[config.mk]
export PLATFORM = sky130hd
export DESIGN_NAME = preg_free_list_flat
export DESIGN_NICKNAME = d
export VERILOG_FILES = /design/src/rtl/preg_free_list_if.sv /design/src/rtl/preg_free_list.sv /design/src/flat_wrapper.sv
export SDC_FILE = /design/constraint.sdc
export NUM_CORES = 1
export LEC_CHECK = 0
export ABC_AREA = 1
export CAP_MARGIN = 20
export CORE_UTILIZATION = 55
export CTS_CLUSTER_DIAMETER = 80
export DETAILED_ROUTE_END_ITERATION = 10
export PLACE_DENSITY = 0.87
export REMOVE_ABC_BUFFERS = 1
export SYNTH_ARGS = -nofsm -noshare
export SYNTH_HDL_FRONTEND = slang
export SYNTH_SLANG_ARGS = --single-unit
[constraint.sdc]
create_clock -name clk -period 5.25 [get_ports clk]
set_input_delay 0.525 -clock clk [delete_from_list [all_inputs] [get_ports clk]]
set_output_delay 0.525 -clock clk [all_outputs]
set_load 0.02 [all_outputs]
[src/rtl/preg_free_list_if.sv]
// rtl/preg_free_list_if.sv - Rename/commit handshake bundle for the physical register free list
//
// Purpose : groups the allocate (rename) and free (commit) signals of the
//           physical register free list into one interface.
// Ports   : alloc_en   rename consumes alloc_preg this cycle
//           alloc_rdy  a free preg is available
//           alloc_preg preg at the head of the free list
//           free_en    commit returns a previous preg this cycle
//           free_preg  preg being returned
//           free_count number of free pregs held
//           err        sticky protocol-violation flag
// Modports: master = rename/commit side, slave = free list.

interface preg_free_list_if #(
   parameter int P_NUM_PHYS_REGS = 36,
   parameter int P_NUM_ARCH_REGS = 32
);
   localparam int PW    = $clog2(P_NUM_PHYS_REGS);
   localparam int DEPTH = P_NUM_PHYS_REGS - P_NUM_ARCH_REGS;
   localparam int CW    = $clog2(DEPTH + 1);

   logic          alloc_en;
   logic          alloc_rdy;
   logic [PW-1:0] alloc_preg;
   logic          free_en;
   logic [PW-1:0] free_preg;
   logic [CW-1:0] free_count;
   logic          err;

   modport master (
      output alloc_en,
      input  alloc_rdy,
      input  alloc_preg,
      output free_en,
      output free_preg,
      input  free_count,
      input  err
   );

   modport slave (
      input  alloc_en,
      output alloc_rdy,
      output alloc_preg,
      input  free_en,
      input  free_preg,
      output free_count,
      output err
   );
endinterface

[src/rtl/preg_free_list.sv]
// rtl/preg_free_list.sv - Circular-FIFO free list of physical registers for register renaming
//
// Purpose : holds the physical registers not currently mapped to an
//           architectural register. Rename pops from the head, commit pushes
//           released pregs at the tail. Illegal frees are dropped and raise a
//           sticky err.
// Ports   : clk  clock, all state updates on posedge
//           rst  synchronous active-high reset
//           bus  preg_free_list_if.slave (alloc_en/alloc_rdy/alloc_preg,
//                free_en/free_preg, free_count, err)
// Options : PREG_FREE_LIST_CHECK_EN adds a per-preg in_list vector so a
//           double free is rejected and flagged in err.

module preg_free_list #(
   parameter int P_NUM_PHYS_REGS = 36,
   parameter int P_NUM_ARCH_REGS = 32
) (
   input  logic            clk,
   input  logic            rst,
   preg_free_list_if.slave bus
);
   localparam int PW    = $clog2(P_NUM_PHYS_REGS);
   localparam int DEPTH = P_NUM_PHYS_REGS - P_NUM_ARCH_REGS;
   localparam int CW    = $clog2(DEPTH + 1);
   localparam int AW    = (DEPTH > 1) ? $clog2(DEPTH) : 1;

   // One extra bit so the range check also works when P_NUM_PHYS_REGS is a power of two.
   localparam logic [PW:0]   PHYS_LIM = (PW+1)'(P_NUM_PHYS_REGS);
   localparam logic [CW-1:0] FULL_CNT = CW'(DEPTH);
   localparam logic [AW-1:0] LAST_PTR = AW'(DEPTH - 1);

   logic [PW-1:0] entry_q [DEPTH];
   logic [AW-1:0] head_q;
   logic [AW-1:0] tail_q;
   logic [CW-1:0] count_q;
   logic          err_q;

   logic          alloc_fire;
   logic          range_ok;
   logic          overflow;
   logic          dbl_free;
   logic          free_fire;
   logic          free_bad;

   function automatic logic [AW-1:0] ptr_inc(input logic [AW-1:0] p);
      return (p == LAST_PTR) ? '0 : p + 1'b1;
   endfunction

   // Outputs depend on registered state only, so rename can look at
   // alloc_preg before deciding whether to assert alloc_en.
   assign bus.alloc_rdy  = (count_q != '0);
   assign bus.alloc_preg = entry_q[head_q];
   assign bus.free_count = count_q;
   assign bus.err        = err_q;

   always_comb begin
      alloc_fire = bus.alloc_en && (count_q != '0);
      // preg 0 is the hardwired x0 mapping and is never returned to the pool.
      range_ok   = (bus.free_preg != '0) && ({1'b0, bus.free_preg} < PHYS_LIM);
      // A full list can still take a free if a slot opens the same cycle.
      overflow   = (count_q == FULL_CNT) && !alloc_fire;
   end

`ifdef PREG_FREE_LIST_CHECK_EN
   logic [P_NUM_PHYS_REGS-1:0] in_list_q;
   logic [P_NUM_PHYS_REGS-1:0] in_list_d;

   function automatic logic [P_NUM_PHYS_REGS-1:0] in_list_init();
      logic [P_NUM_PHYS_REGS-1:0] r;
      for (int i = 0; i < P_NUM_PHYS_REGS; i++) begin
         r[i] = (i >= P_NUM_ARCH_REGS);
      end
      return r;
   endfunction

   // Only consulted when the index is known to be in range.
   assign dbl_free = range_ok && in_list_q[bus.free_preg];

   always_comb begin
      in_list_d = in_list_q;
      if (alloc_fire) begin
         in_list_d[entry_q[head_q]] = 1'b0;
      end
      if (free_fire) begin
         in_list_d[bus.free_preg] = 1'b1;
      end
   end

   always_ff @(posedge clk) begin
      if (rst) begin
         in_list_q <= in_list_init();
      end else begin
         in_list_q <= in_list_d;
      end
   end
`else
   assign dbl_free = 1'b0;
`endif

   always_comb begin
      free_bad  = bus.free_en && (!range_ok || overflow || dbl_free);
      free_fire = bus.free_en && !free_bad;
   end

   always_ff @(posedge clk) begin
      if (rst) begin
         for (int i = 0; i < DEPTH; i++) begin
            entry_q[i] <= PW'(P_NUM_ARCH_REGS + i);
         end
         head_q  <= '0;
         tail_q  <= '0;
         count_q <= FULL_CNT;
         err_q   <= 1'b0;
      end else begin
         if (alloc_fire) begin
            head_q <= ptr_inc(head_q);
         end
         // Written entry only becomes visible at the head next cycle: no bypass.
         if (free_fire) begin
            entry_q[tail_q] <= bus.free_preg;
            tail_q          <= ptr_inc(tail_q);
         end
         case ({alloc_fire, free_fire})
            2'b10:   count_q <= count_q - 1'b1;
            2'b01:   count_q <= count_q + 1'b1;
            default: count_q <= count_q;
         endcase
         if (free_bad) begin
            err_q <= 1'b1;
         end
      end
   end
endmodule

[src/flat_wrapper.sv]
// flat-port wrapper written by rule: the top's interface ports become plain ports
module preg_free_list_flat 
#(
   parameter int P_NUM_PHYS_REGS = 36,
   parameter int P_NUM_ARCH_REGS = 32
)
  (clk, rst, bus_alloc_en, bus_alloc_rdy, bus_alloc_preg, bus_free_en, bus_free_preg, bus_free_count, bus_err);
  preg_free_list_if #(.P_NUM_PHYS_REGS(P_NUM_PHYS_REGS), .P_NUM_ARCH_REGS(P_NUM_ARCH_REGS)) bus_i ();
  input  logic clk;
  input  logic rst;
  input wire logic [$bits(bus_i.alloc_en)-1:0] bus_alloc_en;
  output wire logic [$bits(bus_i.alloc_rdy)-1:0] bus_alloc_rdy;
  output wire logic [$bits(bus_i.alloc_preg)-1:0] bus_alloc_preg;
  input wire logic [$bits(bus_i.free_en)-1:0] bus_free_en;
  input wire logic [$bits(bus_i.free_preg)-1:0] bus_free_preg;
  output wire logic [$bits(bus_i.free_count)-1:0] bus_free_count;
  output wire logic [$bits(bus_i.err)-1:0] bus_err;
  assign bus_i.alloc_en = bus_alloc_en;
  assign bus_alloc_rdy = bus_i.alloc_rdy;
  assign bus_alloc_preg = bus_i.alloc_preg;
  assign bus_i.free_en = bus_free_en;
  assign bus_i.free_preg = bus_free_preg;
  assign bus_free_count = bus_i.free_count;
  assign bus_err = bus_i.err;
  preg_free_list #(.P_NUM_PHYS_REGS(P_NUM_PHYS_REGS), .P_NUM_ARCH_REGS(P_NUM_ARCH_REGS)) u_core (.clk(clk), .rst(rst), .bus(bus_i));
endmodule
==> summary.md <==
| Metric | Value |
|---|---|
| Status | finished clean |
| Clock Skews | 0.01563 ns |
| Largest area contributor in the netlist | edfxtp_1 |
| CTS root buffer | clkbuf_4 |
| Leakage | 0.7425 nW |
| P&R area growth vs syn | 17.79% |
| Via count | 1233 |
| Hold Vio Cnt, Final | 0 |
| TritonCTS clock tree | yes |
| Yosys cell types | 23 |
| Clk_lat worst skew | 0.34 ns |
| Die X | 56.47 um |
| Placer congestion estimate | 0.8147 |
| Post-Route Setup TNS | 0 ns |
| Ys async rst share | 0% |
| Required @ worst endpoint | 4.72 ns |
| Reg2reg setup slack | 3.13 ns |
| Io pins | 21 |
| Crit. End Element | output pin |
| Total Wirelength | 3147 um |
| Routed vias/inst | 5.656 |
| Count leader, synth | nor2_1 |
| R2R cell count | 11 |
| CTS Buffer Depth | 2 |
| Vias in the first global route | 1135 |
| Num CTS Buffers | 5 |
| Hold Buf Count CTS | 0 |
| Synth top area share | 44.17% |
| Post-Synthesis Cell Area | 1632 um2 |
| Post-CTS Setup Bufs | 0 |
| Setup WS post-layout | 2.665 ns |
| CP arrival | 2.06 ns |
| Layout cells sized above 1 | 10.70% |
| Final setup viols | 0 |
| # DRC | 0 |
| Crit share post-route | 49.24% |
| Diode count | 0 |
| Hold Path Class | reg2reg |
| Multi-input gate area | 616.8 um2 |
| Sequential share of the synthesized area | 56.44% |
| Storage cell area | 920.9 um2 |
| Achievable frequency | 0.3868 GHz |
| DRT Pass-1 Iters | 4 |
| CTS Sinks | 34 |
| Synth cell count leaders | nor2_1, edfxtp_1, nand2_1, o21ai_0, inv_1 |
| Cells after Synth | 163 |
| Worst vdd ir | 0.0003506 V |
| Filler cells | 212 |
| Initial Utilization | 58.66% |
| EDFF count, synth | 24 |
| Die Y | 56.47 um |
| Row count | 19 |
| Resized Gates After CTS | 0 |
| Max-slew violations | 0 |
| DR WL/cell | 14.44 um |
| Pre-CTS setup slack | 2.497 ns |
| Startpoint types | register |
| Main synth FF type | edfxtp_1 |
| Slew HR | 66.16% |
| Synthesis-stage register bit count | 34 |
| NumNets Final | 200 |
| Post-route ant nets | 0 |
| Setup Crit Path Kind | reg2out |
| Die footprint | 3188 um2 |
| Worst Path Max Fanout | 13 |
| H-Tree Level Count | 2 |
| Unrepaired setup endpoints after global routing | no |
| Total congestion overflow | 0 |
| GRT Resource Usage Total | 22.43% |
| First-pass GRT wire length | 5209 um |
| Final Critical Period | 2.585 ns |
| Largest net degree at the start of global routing | 14 |
| CORE AREA | 2781 um2 |
| WHS Path Cells | 2 |
| 1st-iter DRT viols | 54 |
| Worst slew pin tran | 0.5071 ns |
| Top post-synthesis cells by area | edfxtp_1, dfxtp_1, nor2_1, o21ai_0, nand2_1 |
| IO buf count | 20 |
| Average size of a mapped cell | 10.01 um2 |
| Power per Cell Area | 363.7 nW/um2 |
| Warnings, synthesis | 0 |
| MaxCap Viol Count | 0 |
| HPWL Detailed | 2364 um |
| Clk slew on worst S/H paths | 0.10 ns |
| Initial antenna violation count | 0 |
| Hold slack | 0.4990 ns |
## metrics by stage
step	power [mW]	area (um2)	cells	util (%)
2_1_floorplan	0.4442	1608	159	-
3_3_place_gp	0.5118	1847	210	66.40
3_5_place_dp	0.5197	1847	210	66.40
4_1_cts	0.7018	1922	218	69.10
5_1_grt	0.7334	1922	218	69.10
6_report	0.6990	1922	218	69.10
## layer usage
metal / track usage (%) / vias to the layer above / share of wire, %
met3: 7.604 / 7 / 5.6
met1: 26.08 / 576 / 41
li1: - / 601 / -
met4: 11.15 / 0 / 2.0
met5: 0 / - / 0
met2: 36.81 / 49 / 51
## layout make-up
cell class	instances	share of cell area (%)
Multi-Input combinational cell	107	32.10
Tap cell	31	2.018
Timing Repair Buffer	20	10.42
Clock inverter	1	1.563
Clock buffer	7	2.344
Sequential cell	34	47.92
Inverter	18	3.646
## worst paths after layout
path / endpoint / start
worst max-delay path: bus_alloc_preg[0] / register
worst min-delay path: u_core.bus.err / u_core.bus.err
worst max register to register: u_core.bus.free_count[2] / u_core.bus.free_count[0]
worst min register to register: u_core.bus.err / u_core.bus.err
## flip-flops by register name (all words and copies together), names as in the netlist, named ones only
signal,cells
u_core.bus.err,1
u_core.bus.free_count,3
u_core.entry_q,24
u_core.head_q,2
u_core.tail_q,2
## cells by family after synthesis
group | synth area share (%)
AO/OA/AOI/OAI | 9.663
adder cells (fa/ha/maj) | 3.528
buffers and inverters | 5.752
flip-flops | 56.44
AND/OR/NAND/NOR | 24.62
## placed cells by master (no fill, tap or decap), drive strengths merged
master         instances
fa                     1
bufinv                 1
o21ai                 18
clkbuf                 7
dfxtp                 10
ha                     3
inv                   18
nand4                  9
edfxtp                24
o211a                  1
nand3                  3
clkdlybuf4s50         20
a21oi                  4
o22ai                  6
nand2                 19
nor2                  43
## worst max-delay path: stages (launching register included)
cell and delay [ns]:
dfxtp_1 0.58, inv_1 0.27, o21ai_0 0.24, o22ai_1 0.09
clkdlybuf4s50_1 0.54
## report_power, final
part           switching (mW)  internal, mW  total, mW  leakage [nW]
clock                  0.0848         0.101      0.186        0.0395
combinational           0.107        0.0746      0.182         0.398
sequential             0.0209         0.310      0.331         0.305
total                   0.213         0.486      0.699         0.742
Note: power is estimated with default switching activity, not from simulation.
